==> src/rtl/core_reg_bank_if.sv <==
`default_nettype none
// ============================================================================
// Module      : core_reg_bank_if
// Description : Control-unit/datapath bus for the Cortex-M0 register bank.
// Revision    : 1.0
// ============================================================================
interface core_reg_bank_if;
    logic        ld_rd_i;
    logic [3:0]  rd_addr_i;
    logic [31:0] rd_data_i;
    logic        ld_sp_i;
    logic [31:0] sp_data_i;
    logic        ld_lr_i;
    logic [31:0] lr_data_i;
    logic        ld_pc_i;
    logic [31:0] pc_data_i;
    logic        pc_inc_i;
    logic        ld_apsr_i;
    logic [3:0]  apsr_in_i;
    logic        ld_ipsr_i;
    logic [5:0]  ipsr_in_i;
    logic        ld_primask_i;
    logic        primask_in_i;
    logic [3:0]  rn_addr_i;
    logic [3:0]  rm_addr_i;
    logic [31:0] rn_out_o;
    logic [31:0] rm_out_o;
    logic [31:0] sp_out_o;
    logic [31:0] lr_out_o;
    logic [31:0] pc_out_o;
    logic [31:0] xpsr_out_o;
    logic        primask_out_o;

    modport master (
        output ld_rd_i, rd_addr_i, rd_data_i, ld_sp_i, sp_data_i,
               ld_lr_i, lr_data_i, ld_pc_i, pc_data_i, pc_inc_i,
               ld_apsr_i, apsr_in_i, ld_ipsr_i, ipsr_in_i,
               ld_primask_i, primask_in_i, rn_addr_i, rm_addr_i,
        input  rn_out_o, rm_out_o, sp_out_o, lr_out_o, pc_out_o,
               xpsr_out_o, primask_out_o
    );

    modport slave (
        input  ld_rd_i, rd_addr_i, rd_data_i, ld_sp_i, sp_data_i,
               ld_lr_i, lr_data_i, ld_pc_i, pc_data_i, pc_inc_i,
               ld_apsr_i, apsr_in_i, ld_ipsr_i, ipsr_in_i,
               ld_primask_i, primask_in_i, rn_addr_i, rm_addr_i,
        output rn_out_o, rm_out_o, sp_out_o, lr_out_o, pc_out_o,
               xpsr_out_o, primask_out_o
    );
endinterface
`default_nettype wire

==> src/rtl/core_reg_bank.sv <==
`default_nettype none
// ============================================================================
// Module      : core_reg_bank
// Description : Cortex-M0 register bank (R0-R12, SP, LR, PC, xPSR, PRIMASK).
// Revision    : 1.0
// ============================================================================
module core_reg_bank #(
    parameter logic [31:0] RESET_SP = 32'h2000_1000,
    parameter logic [31:0] RESET_PC = 32'h0000_0000,
    parameter int unsigned PC_STEP  = 2
) (
    input  wire              clk,
    input  wire              rst_n,
    core_reg_bank_if.slave   bus
);
    localparam logic [31:0] C_SP_RST = RESET_SP & ~32'h3;
    localparam logic [31:0] C_PC_RST = RESET_PC & ~32'h1;
    localparam logic [31:0] C_LR_RST = 32'hFFFF_FFFF;

    logic [12:0][31:0] gpr_q, gpr_d;
    logic [31:0]       sp_q, sp_d;
    logic [31:0]       lr_q, lr_d;
    logic [31:0]       pc_q, pc_d;
    logic [3:0]        apsr_q, apsr_d;
    logic [5:0]        ipsr_q, ipsr_d;
    logic              primask_q, primask_d;

    logic w_rd_sp, w_rd_lr, w_rd_pc;
    assign w_rd_sp = bus.ld_rd_i && (bus.rd_addr_i == 4'd13);
    assign w_rd_lr = bus.ld_rd_i && (bus.rd_addr_i == 4'd14);
    assign w_rd_pc = bus.ld_rd_i && (bus.rd_addr_i == 4'd15);

    always_comb begin
        gpr_d = gpr_q;
        for (int i = 0; i < 13; i++) begin
            if (bus.ld_rd_i && (bus.rd_addr_i == 4'(i)))
                gpr_d[i] = bus.rd_data_i;
        end

        sp_d = sp_q;
        if (bus.ld_sp_i)  sp_d = bus.sp_data_i & ~32'h3;
        else if (w_rd_sp) sp_d = bus.rd_data_i & ~32'h3;

        lr_d = lr_q;
        if (bus.ld_lr_i)  lr_d = bus.lr_data_i;
        else if (w_rd_lr) lr_d = bus.rd_data_i;

        // Branch beats register write beats sequential fetch advance
        pc_d = pc_q;
        if (bus.ld_pc_i)       pc_d = bus.pc_data_i & ~32'h1;
        else if (w_rd_pc)      pc_d = bus.rd_data_i & ~32'h1;
        else if (bus.pc_inc_i) pc_d = (pc_q + 32'(PC_STEP)) & ~32'h1;

        apsr_d    = bus.ld_apsr_i    ? bus.apsr_in_i    : apsr_q;
        ipsr_d    = bus.ld_ipsr_i    ? bus.ipsr_in_i    : ipsr_q;
        primask_d = bus.ld_primask_i ? bus.primask_in_i : primask_q;
    end

    always_ff @(posedge clk or negedge rst_n) begin
        if (!rst_n) begin
            gpr_q     <= '0;
            sp_q      <= C_SP_RST;
            lr_q      <= C_LR_RST;
            pc_q      <= C_PC_RST;
            apsr_q    <= 4'd0;
            ipsr_q    <= 6'd0;
            primask_q <= 1'b0;
        end else begin
            gpr_q     <= gpr_d;
            sp_q      <= sp_d;
            lr_q      <= lr_d;
            pc_q      <= pc_d;
            apsr_q    <= apsr_d;
            ipsr_q    <= ipsr_d;
            primask_q <= primask_d;
        end
    end

    // Index 15 reads the Thumb pipeline view of PC
    logic [31:0] w_pc_view;
    assign w_pc_view = pc_q + 32'd4;

    always_comb begin
        case (bus.rn_addr_i)
            4'd13:   bus.rn_out_o = sp_q;
            4'd14:   bus.rn_out_o = lr_q;
            4'd15:   bus.rn_out_o = w_pc_view;
            default: bus.rn_out_o = gpr_q[bus.rn_addr_i];
        endcase
    end

    always_comb begin
        case (bus.rm_addr_i)
            4'd13:   bus.rm_out_o = sp_q;
            4'd14:   bus.rm_out_o = lr_q;
            4'd15:   bus.rm_out_o = w_pc_view;
            default: bus.rm_out_o = gpr_q[bus.rm_addr_i];
        endcase
    end

    assign bus.sp_out_o      = sp_q;
    assign bus.lr_out_o      = lr_q;
    assign bus.pc_out_o      = pc_q;
    assign bus.xpsr_out_o    = {apsr_q, 22'd0, ipsr_q};
    assign bus.primask_out_o = primask_q;
endmodule
`default_nettype wire

==> src/flat_wrapper.sv <==
// flat-port wrapper written by rule: the top's interface ports become plain ports
module core_reg_bank_flat 
#(
    parameter logic [31:0] RESET_SP = 32'h2000_1000,
    parameter logic [31:0] RESET_PC = 32'h0000_0000,
    parameter int unsigned PC_STEP  = 2
)
  (clk, rst_n, bus_ld_rd_i, bus_rd_addr_i, bus_rd_data_i, bus_ld_sp_i, bus_sp_data_i, bus_ld_lr_i, bus_lr_data_i, bus_ld_pc_i, bus_pc_data_i, bus_pc_inc_i, bus_ld_apsr_i, bus_apsr_in_i, bus_ld_ipsr_i, bus_ipsr_in_i, bus_ld_primask_i, bus_primask_in_i, bus_rn_addr_i, bus_rm_addr_i, bus_rn_out_o, bus_rm_out_o, bus_sp_out_o, bus_lr_out_o, bus_pc_out_o, bus_xpsr_out_o, bus_primask_out_o);
  core_reg_bank_if bus_i ();
  input  wire clk;
  input  wire rst_n;
  input wire logic [$bits(bus_i.ld_rd_i)-1:0] bus_ld_rd_i;
  input wire logic [$bits(bus_i.rd_addr_i)-1:0] bus_rd_addr_i;
  input wire logic [$bits(bus_i.rd_data_i)-1:0] bus_rd_data_i;
  input wire logic [$bits(bus_i.ld_sp_i)-1:0] bus_ld_sp_i;
  input wire logic [$bits(bus_i.sp_data_i)-1:0] bus_sp_data_i;
  input wire logic [$bits(bus_i.ld_lr_i)-1:0] bus_ld_lr_i;
  input wire logic [$bits(bus_i.lr_data_i)-1:0] bus_lr_data_i;
  input wire logic [$bits(bus_i.ld_pc_i)-1:0] bus_ld_pc_i;
  input wire logic [$bits(bus_i.pc_data_i)-1:0] bus_pc_data_i;
  input wire logic [$bits(bus_i.pc_inc_i)-1:0] bus_pc_inc_i;
  input wire logic [$bits(bus_i.ld_apsr_i)-1:0] bus_ld_apsr_i;
  input wire logic [$bits(bus_i.apsr_in_i)-1:0] bus_apsr_in_i;
  input wire logic [$bits(bus_i.ld_ipsr_i)-1:0] bus_ld_ipsr_i;
  input wire logic [$bits(bus_i.ipsr_in_i)-1:0] bus_ipsr_in_i;
  input wire logic [$bits(bus_i.ld_primask_i)-1:0] bus_ld_primask_i;
  input wire logic [$bits(bus_i.primask_in_i)-1:0] bus_primask_in_i;
  input wire logic [$bits(bus_i.rn_addr_i)-1:0] bus_rn_addr_i;
  input wire logic [$bits(bus_i.rm_addr_i)-1:0] bus_rm_addr_i;
  output wire logic [$bits(bus_i.rn_out_o)-1:0] bus_rn_out_o;
  output wire logic [$bits(bus_i.rm_out_o)-1:0] bus_rm_out_o;
  output wire logic [$bits(bus_i.sp_out_o)-1:0] bus_sp_out_o;
  output wire logic [$bits(bus_i.lr_out_o)-1:0] bus_lr_out_o;
  output wire logic [$bits(bus_i.pc_out_o)-1:0] bus_pc_out_o;
  output wire logic [$bits(bus_i.xpsr_out_o)-1:0] bus_xpsr_out_o;
  output wire logic [$bits(bus_i.primask_out_o)-1:0] bus_primask_out_o;
  assign bus_i.ld_rd_i = bus_ld_rd_i;
  assign bus_i.rd_addr_i = bus_rd_addr_i;
  assign bus_i.rd_data_i = bus_rd_data_i;
  assign bus_i.ld_sp_i = bus_ld_sp_i;
  assign bus_i.sp_data_i = bus_sp_data_i;
  assign bus_i.ld_lr_i = bus_ld_lr_i;
  assign bus_i.lr_data_i = bus_lr_data_i;
  assign bus_i.ld_pc_i = bus_ld_pc_i;
  assign bus_i.pc_data_i = bus_pc_data_i;
  assign bus_i.pc_inc_i = bus_pc_inc_i;
  assign bus_i.ld_apsr_i = bus_ld_apsr_i;
  assign bus_i.apsr_in_i = bus_apsr_in_i;
  assign bus_i.ld_ipsr_i = bus_ld_ipsr_i;
  assign bus_i.ipsr_in_i = bus_ipsr_in_i;
  assign bus_i.ld_primask_i = bus_ld_primask_i;
  assign bus_i.primask_in_i = bus_primask_in_i;
  assign bus_i.rn_addr_i = bus_rn_addr_i;
  assign bus_i.rm_addr_i = bus_rm_addr_i;
  assign bus_rn_out_o = bus_i.rn_out_o;
  assign bus_rm_out_o = bus_i.rm_out_o;
  assign bus_sp_out_o = bus_i.sp_out_o;
  assign bus_lr_out_o = bus_i.lr_out_o;
  assign bus_pc_out_o = bus_i.pc_out_o;
  assign bus_xpsr_out_o = bus_i.xpsr_out_o;
  assign bus_primask_out_o = bus_i.primask_out_o;
  core_reg_bank #(.RESET_SP(RESET_SP), .RESET_PC(RESET_PC), .PC_STEP(PC_STEP)) u_core (.clk(clk), .rst_n(rst_n), .bus(bus_i));
endmodule
==> config.mk <==
export PLATFORM = sky130hd
export DESIGN_NAME = core_reg_bank_flat
export DESIGN_NICKNAME = d
export VERILOG_FILES = /design/src/rtl/core_reg_bank_if.sv /design/src/rtl/core_reg_bank.sv /design/src/flat_wrapper.sv
export SDC_FILE = /design/constraint.sdc
export NUM_CORES = 1
export LEC_CHECK = 0
export CORE_ASPECT_RATIO = 0.6
export CORE_MARGIN = 1.5
export CORE_UTILIZATION = 30
export CTS_CLUSTER_DIAMETER = 150
export DETAILED_ROUTE_END_ITERATION = 10
export PLACE_DENSITY = 0.47
export SLEW_MARGIN = 25
export SYNTH_ARGS = -nofsm -noshare
export SYNTH_HDL_FRONTEND = slang
export SYNTH_SLANG_ARGS = --single-unit
==> constraint.sdc <==
create_clock -name clk -period 3.2 [get_ports clk]
set_input_delay 0.64 -clock clk [delete_from_list [all_inputs] [get_ports clk]]
set_output_delay 0.64 -clock clk [all_outputs]
set_load 0.02 [all_outputs]
======== Word-level counts from Yosys, hierarchy flattened ========
Index checks and enable logic that the tools add are counted.
word-level totals
  register bits ........................... 523
  output and inout bits ................... 193
  logic and storage cells ................. 77
operators by class
  add/subtract/negate cells ............... 2
  magnitude comparators ................... 2
  equality and inequality tests ........... 21
  mux-type cells .......................... 13
  reductions and logical operators ........ 20
operator list
  kind                   count
  $mux 32                9
  $bmux 32 s4            2
  $pmux 32 s3            2
  $eq 4x4->1 const B     14
  $add 32x2->32 const B  1
  $add 32x3->32 const B  1
  $eq 4x3->1 const B     4
  $logic_and 1x1->1      16
  $lt 4x5->1 const B     2
  $eq 4x2->1 const B     2
  $eq 4x1->1 const B     1
  $logic_not 4->1        1
  $reduce_bool 2->1      2
  $reduce_bool 3->1      1

======== Depth between registers and ports, before layout ========
Gate-level depths: netlist of run 1.
  depth in word-level cells ............... 4
  mapped depth ............................ 9

======== Worst setup path after synthesis of run 1 ========
Ideal clock, no wire load.
  path type ............................... input -> output
  start point ............................. input port bus_rn_addr_i[0]
  end point ............................... output port bus_rn_out_o[11]
  arrival time ............................ 2.498 ns
  required time ........................... 2.560 ns
  path slack .............................. 0.062 ns
  stages on the path ...................... 7
  path through ............................ buf_2 -> buf_2 -> buf_2 -> buf_2 -> clkbuf_1 -> o22ai_1 -> a221oi_1
between the ends
  longest elaborated chain between the ends .. 3
RTL lines
  what                           RTL line             source
  start: declaration             flat_wrapper.sv:28   input wire logic [$bits(bus_i.rn_addr_i)-1:0] bus_rn_addr_i;
  $bmux 32 s4                    core_reg_bank.sv:88  default: bus.rn_out_o = gpr_q[bus.rn_addr_i];
  $mux 32 (not written as such)  core_reg_bank.sv:88
  $pmux 32 s3 *                  core_reg_bank.sv:84  case (bus.rn_addr_i)
  end: declaration               flat_wrapper.sv:30   output wire logic [$bits(bus_i.rn_out_o)-1:0] bus_rn_out_o;
Every way passes the cells marked *; elsewhere a longest branch is shown, timed or not. The select of a mux whose other input is x is not followed.

======== Final worst setup path of run 1 ========
  start point ............................. register u_core.pc_q[3] (netlist: u_core.bus.pc_out_o[3])
  end point ............................... output port bus_rm_out_o[22]
between the ends
  longest elaborated chain between the ends .. 2
RTL lines
  what                      RTL line             source
  start: declaration        core_reg_bank.sv:23  logic [31:0] pc_q, pc_d;
  start signal: assignment  core_reg_bank.sv:72  pc_q <= pc_d;
  $add 32x3->32             core_reg_bank.sv:81  assign w_pc_view = pc_q + 32'd4;
  $pmux 32 s3               core_reg_bank.sv:93  case (bus.rm_addr_i)
  end: declaration          flat_wrapper.sv:31   output wire logic [$bits(bus_i.rm_out_o)-1:0] bus_rm_out_o;
No other way between the ends.

==> results of run 1 <==
-- layer usage --
metal | vias to the layer above | GRT usage | part of all wire
met5 | - | 0 | 0.00013
met4 | 2 | 0.06525 | 0.027
met3 | 210 | 0.05561 | 0.079
met2 | 1096 | 0.3685 | 0.42
met1 | 13010 | 0.3872 | 0.48
li1 | 10400 | - | -
-- stage by stage --
stage / power [mW] / instance area (µm²) / hold WS (ns) / TNS, ns
2_1_floorplan: 12.53 / 29940 / 0.3444 / 0
3_3_place_gp: 15.34 / 36930 / 0.4878 / -15.05
3_5_place_dp: 15.53 / 36930 / 0.4946 / -14.99
4_1_cts: 22.93 / 40280 / 0.3713 / -15.78
5_1_grt: 23.95 / 40780 / 0.4073 / -22.18
6_report: 23.01 / 40780 / 0.3975 / -18.04
-- cell type report --
class	count	area, µm²
Fill cell	9300	57660
Multi-Input combinational cell	1718	17140
Sequential cell	520	13060
Timing Repair Buffer	705	6870
Tap cell	1319	1650
Clock buffer	79	1598
Clock inverter	25	334.1
Inverter	34	127.6
Antenna cell	2	5.005
-- worst max-delay path by stage --
stage / slack, ns / start / depth (start not counted) / to
finish: -0.53 / u_core.bus.pc_out_o[3] / 10 / bus_rm_out_o[22]
floorplan: 0.06 / bus_rn_addr_i[0] / 7 / bus_rn_out_o[11]
detailed placement: -0.60 / bus_rn_addr_i[0] / 9 / bus_rn_out_o[3]
CTS: -0.54 / u_core.bus.pc_out_o[3] / 10 / bus_rm_out_o[30]
global placement: -0.68 / bus_rn_addr_i[0] / 9 / bus_rn_out_o[3]
global route: -0.59 / u_core.bus.pc_out_o[3] / 10 / bus_rm_out_o[22]
-- power groups by stage --
| stage | clock network, mW | logic [mW] | registers, mW |
|---|---|---|---|
| final | 7.01 | 6.85 | 9.15 |
| after detailed placement | 0 | 6.35 | 9.18 |
| after global placement | 0 | 6.26 | 9.08 |
| after floorplan | 0 | 3.61 | 8.92 |
| after CTS | 7.14 | 6.70 | 9.08 |
| after global routing | 7.41 | 7.24 | 9.31 |
-- worst register-to-register path: cells and delay by family, from the launching register on --
family | cells | cell delay [ns]
compound gates | 1 | 0.15
xor+xnor | 1 | 0.14
buf+inv | 6 | 0.60
flops | 1 | 0.41
simple gates | 4 | 1.23
-- cells in the final DEF, fill, tap and decap left out, types with 13 or more instances in the layout --
cell type        instances
inv_1                   30
a21oi_2                 17
dfrtp_1                485
nor2_4                  16
xnor2_1                 13
o22ai_1                 43
clkdlybuf4s50_1        248
and3_1                  36
a21oi_1                 64
nand2_1                221
o21ai_0                137
buf_4                  314
nand4_1                 14
mux2i_1                111
xor2_1                  27
buf_12                  49
nor2_1                  68
mux2_2                 458
conb_1                  25
clkbuf_16               57
mux4_2                 164
nand3_1                 15
buf_6                   72
a221oi_4                18
o221ai_1                21
dfstp_2                 34
-- registers in the layout, summed over array words and instances, names as in the netlist --
register	cells
u_core.bus.pc_out_o	31
u_core.ipsr_q	6
u_core.bus.sp_out_o	30
u_core.bus.lr_out_o	32
u_core.gpr_q	416
u_core.bus.primask_out_o	1
u_core.apsr_q	4
-- timing repair --
| item | in CTS | in global routing |
|---|---|---|
| hold buffers | 1 | 0 |
| gates cloned | 1 | 0 |
| pin swaps | 83 | 93 |
| setup endpoints to repair | 63 | 62 |
| resized for setup | 405 | 99 |
| buffers inserted | 26 | 28 |
| endpoints found under the hold margin | 38 | 0 |
-- logic make-up (layout without fill, tap and decap cells) --
kind of cell | count (synthesis) | in the layout | share of synthesized area
mux | 743 | 743 | 0.3375
flops | 520 | 520 | 0.4374
simple gates | 456 | 456 | 0.07080
compound gates | 435 | 435 | 0.09285
buf+inv | 303 | 843 | 0.04381
xor+xnor | 57 | 57 | 0.01673
fa+ha+maj | 2 | 2 | 0.0008383
other cells | 1 | 27 | 0.0001256
==> impl_metrics.tcl, run 1 <==
set metrics [dict create \
    seq_power_share 0.398 \
    drive_gt1_frac 0.4502 \
    fin_util 0.4143 \
    crit_arrival_ns 3.09 \
    grt_pass1_vias 25440 \
    yosysTopAreaCell "dfrtp_1" \
    grt_max_degree 95 \
    end_kind "output pin" \
    io_pins 354 \
    path_clk_slew_ns 0.07 \
    cts_tree "built" \
    maxSlewViolCount 0 \
    rr_startpoint "u_core.bus.pc_out_o[3]" \
    syn_area_um2 29850 \
    crit_path_max_fanout 5 \
    dp_hpwl_mm 93.16 \
    worstReg2RegEnd "u_core.bus.pc_out_o[27]" \
    track_usage 0.2569 \
    holdPathStages 3 \
    finalWirelength_mm 132.0 \
    numClockSinks 520 \
    core_um2 98440 \
    cap_viol_max_count 0 \
    finClkSkew_ns 0.01087 \
    crit_family "simple AND/OR/NAND/NOR gates" \
    synth_edf_count 0 \
    swShare 0.3189 \
    post-route-min-period_ns 3.727 \
    pre_cts_slack_ns -0.5978 \
    start_util 0.3032 \
    p_sw_mw 7.338 \
    ys_async_sr_fraction 1.000 \
    portBuffers 325 \
    synth_cell_types 71 \
    holdCritPathClass "input port to flip-flop" \
    intPower_mw 15.67 \
    drtPass1Iterations 5 \
    vdd_drop_max_uv 418.0 \
    final_cells 4402 \
    yosysTopAreaCellShare 0.4075 \
    min_from "bus_ld_sp_i" \
    synth_area_per_cell_um2 11.86 \
    gr-total-overflow 0 \
    h-tree-depth 2 \
    dp_cells 4269 \
    synth.most_common_cell "dfrtp_1" \
    wl_per_cell_um 29.98 \
    yosysWarnings 0 \
    rsz0062_at_grt "yes" \
    gp_congestion 0.9008 \
    cts_made_buffers 56 \
    reg2reg_depth 12 \
    die_h_um 247.3 \
    pwr_density_cell_nw_per_um2 564.2 \
    crit_chain "ha_4 -> nand3_2 -> or3_4 -> buf_8 -> nor3_4 -> xor2_1 -> buf_4 -> a221oi_4 -> a211oi_2 -> buf_4" \
    ant_nets 0 \
    crit_top_cell "buf_4" \
    synth_seq_cells 520 \
    setup_viol 54 \
    drcViolationCount 0 \
    fin_crit_sh 1.165 \
    yosys-top-cells-count "486 x dfrtp_1, 458 x mux2_2, 225 x nand2_1, 164 x mux4_2, 149 x clkbuf_1" \
    nNetsFinal 3198 \
    finalHoldViolCount 0 \
    violations "setup timing" \
    antenna_found_initial 6 \
    timing.fmax_mhz 268.3 \
    leakage_nw 16.70 \
    worst-path-buf-inv 3 \
    holdPathEnd "u_core.bus.sp_out_o[31]" \
    worst-r2r-setup-slack_ns 0.52 \
    fp.dieArea_um2 101500 \
    vias 24710 \
    setup_ws_ns -0.5274 \
    ys_seq_area_frac 0.4374 \
    synth_top_cells_by_area "dfrtp_1 41%, mux2_2 17%, mux4_2 12%, mux2i_1 3.8%, dfstp_2 3.0%" \
    status "finished, violations left" \
    die_width_um 410.2 \
    slowest_delay_ns 0.48 \
    routed_via_density 5.614 \
    clockBufferDepth 3 \
    power.share.clock 0.305 \
    area_growth_pct 36.63 \
    combPwrFrac 0.298 \
    synth_cells 2517 \
    rows 89 \
    worstMarginPinSlew_ns 1.047 \
    crit_type "flip-flop to output pin" \
    critical_path.slowest_cell "a221oi_4" \
    drt_iter0_markers 2554 \
    cts_root_buffer "clkbuf_16" \
    required_ns 2.56 \
    start_kind "flip-flop" \
    clock_latency_ns 0.65 \
    synthFlopType "dfrtp_1" \
    slew_headroom 0.2995 \
    grt_pass1_wl_mm 189.2 \
]
Note: power is estimated with default switching activity, not from simulation.
==> run 2, diff against run 1 <==
CTS_CLUSTER_DIAMETER = 200   (was 150)
==> results of run 2 <==
No change in the layout: final DEF, timing and power equal those of run 1.
==> run 3, diff against run 2 <==
CORE_UTILIZATION = 55   (was 30)
PLACE_DENSITY = 0.78   (was 0.47)
==> impl_metrics.tcl, run 3 (same netlist as run 1, synthesis figures left out) <==
set metrics [dict create \
    status "finished, violations left" \
    violations "hold timing, setup timing" \
    finalWirelength_mm 119.0 \
    rsz0062_at_grt "yes" \
    nNetsFinal 3174 \
    vdd_drop_max_uv 411.2 \
    holdCritPathClass "input port to async pin" \
    clock_latency_ns 0.61 \
    start_util 0.5620 \
    rows 65 \
    gr-total-overflow 0 \
    worst-path-buf-inv 3 \
    placed_area_um2 35830 \
    h-tree-depth 2 \
    drive_gt1_frac 0.4413 \
    start_kind "flip-flop" \
    crit_family "simple AND/OR/NAND/NOR gates" \
    routed_via_density 7.008 \
    slowest_delay_ns 0.50 \
    crit_arrival_ns 2.97 \
    dp_hpwl_mm 81.41 \
    crit_path_max_fanout 5 \
    fin_util 0.7360 \
    vias 26300 \
    swShare 0.3251 \
    io_pins 354 \
    slew_headroom 0.3065 \
    diodes 0 \
    pre_cts_slack_ns -0.4050 \
    largest-register "u_core.gpr_q" \
    end_kind "output pin" \
    drtPass1Iterations 6 \
    grt_pass1_vias 26440 \
    path_clk_slew_ns 0.06 \
    largest_reg_flops 416 \
    crit_top_cell "buf_4" \
    layout_commonest_cell "dfrtp_1" \
    die_width_um 303.7 \
    cts_made_buffers 50 \
    critical_path.slowest_cell "or3_4" \
    finClkSkew_ns 0.009577 \
    cts_root_buffer "clkbuf_16" \
    clockBufferDepth 3 \
    whs_ns -0.01038 \
    wl_per_cell_um 31.71 \
    power.share.clock 0.282 \
    numClockSinks 520 \
    seq_power_share 0.417 \
    required_ns 2.56 \
    area_growth_pct 30.96 \
    core_um2 53110 \
    portBuffers 325 \
    setup_ws_ns -0.4131 \
    worstMarginPinSlew_ns 1.037 \
    fp.dieArea_um2 55720 \
    ant_nets 0 \
    crit_chain "buf_4 -> nand4_2 -> or3_4 -> nor3_4 -> xor2_1 -> buf_4 -> a221oi_4 -> a211oi_2 -> buf_4" \
    finalHoldViolCount 5 \
    stdcell_area_um2 39090 \
    combPwrFrac 0.300 \
    drt_iter0_markers 3923 \
    drcViolationCount 0 \
    mostFrequentLayoutCells "486 x dfrtp_1, 458 x mux2_2, 325 x buf_4" \
    post-route-min-period_ns 3.613 \
    crit_type "flip-flop to output pin" \
    setup_viol 55 \
    maxSlewViolCount 0 \
    antenna_found_initial 2 \
    fin_crit_sh 1.129 \
    gp_congestion 1.006 \
    die_h_um 183.4 \
    track_usage 0.4198 \
    ctsHoldBuffers 0 \
    intPower_mw 14.89 \
    grt_pass1_wl_mm 173.3 \
    leakage_nw 16.33 \
    pwr_density_cell_nw_per_um2 564.3 \
    grt_max_degree 89 \
    timing.fmax_mhz 276.8 \
    p_sw_mw 7.172 \
    cap_viol_max_count 0 \
    cts_tree "built" \
]
[run 3: cell count changes in the layout (fill, tap and decap cells not counted), moves of 5 or more]
cell       previous run  this run
clkbuf_16            57        52
a221oi_4             18        10
buf_6                72        62
clkinv_2             12         7
buf_12               49        34
buf_4               314       325
[run 3: final timing paths]
path / start / endpoint / slack, ns / cells after the start
setup / recovery: u_core.bus.pc_out_o[8] / bus_rm_out_o[22] / -0.41 / 9
hold / removal: rst_n / u_core.gpr_q[93] / -0.01 / 1
setup reg to reg: u_core.bus.pc_out_o[6] / u_core.bus.pc_out_o[27] / 0.71 / 11
hold reg to reg: u_core.ipsr_q[3] / u_core.ipsr_q[3] / 0.51 / 1
max in group asynchronous: rst_n / u_core.bus.sp_out_o[12] / 2.21 / 3
min in group clk: u_core.ipsr_q[3] / u_core.ipsr_q[3] / 0.51 / 1
[run 3: worst register-to-register path, cell delays in order (launching register included)]
cell,delay [ns]
dfrtp_1,0.38
buf_6,0.11
and4_4,0.25
buf_6,0.11
buf_6,0.10
buf_6,0.09
buf_4,0.12
nand4_2,0.22
nor4_2,0.42
and3_1,0.28
xnor2_1,0.13
o221ai_1,0.13
[run 3: through the flow]
step                power [mW]  hold slack, ns  setup TNS, ns  instances
floorplan                12.53          0.3444              0       2541
global placement         14.90          0.4893         -11.64       3638
detailed placement       15.26          0.4951         -13.09       3638
CTS                      21.63         0.01749         -8.487       3742
global route             22.69         0.03179         -14.60       3753
finish                   22.06        -0.01038         -11.68       3753
[run 3: power groups by stage]
stage / Clock (mW) / Sequential (mW) / Combinational, mW
after floorplan: 0 / 8.92 / 3.61
after global placement: 0 / 9.01 / 5.89
after detailed placement: 0 / 9.18 / 6.08
after CTS: 6.18 / 9.09 / 6.35
after global routing: 6.48 / 9.30 / 6.91
final: 6.23 / 9.21 / 6.62
[run 3: timing repair]
action	CTS	global route
pin swaps	82	62
setup endpoints to repair	62	61
resized for setup	401	96
setup buffers	23	18
[run 3: metal layers]
metal  wire length [µm]  part of all wire  global-route usage  vias up
met5                 91           0.00076            0.006891        -
met4               5432             0.046              0.1580        8
met3              17990              0.15              0.1639      441
met2              50700              0.43              0.6144     2236
met1              44800              0.38              0.5666    13310
li1                   -                 -                   -    10310
[run 3: layout make-up]
cell class                      count  area (µm²)
Timing Repair Buffer              687        6446
Multi-Input combinational cell   1718       16920
Clock buffer                       73        1459
Inverter                           34       127.6
Sequential cell                   520       13060
Tap cell                          703       879.6
Fill cell                        3367       14020
Clock inverter                     18       202.7
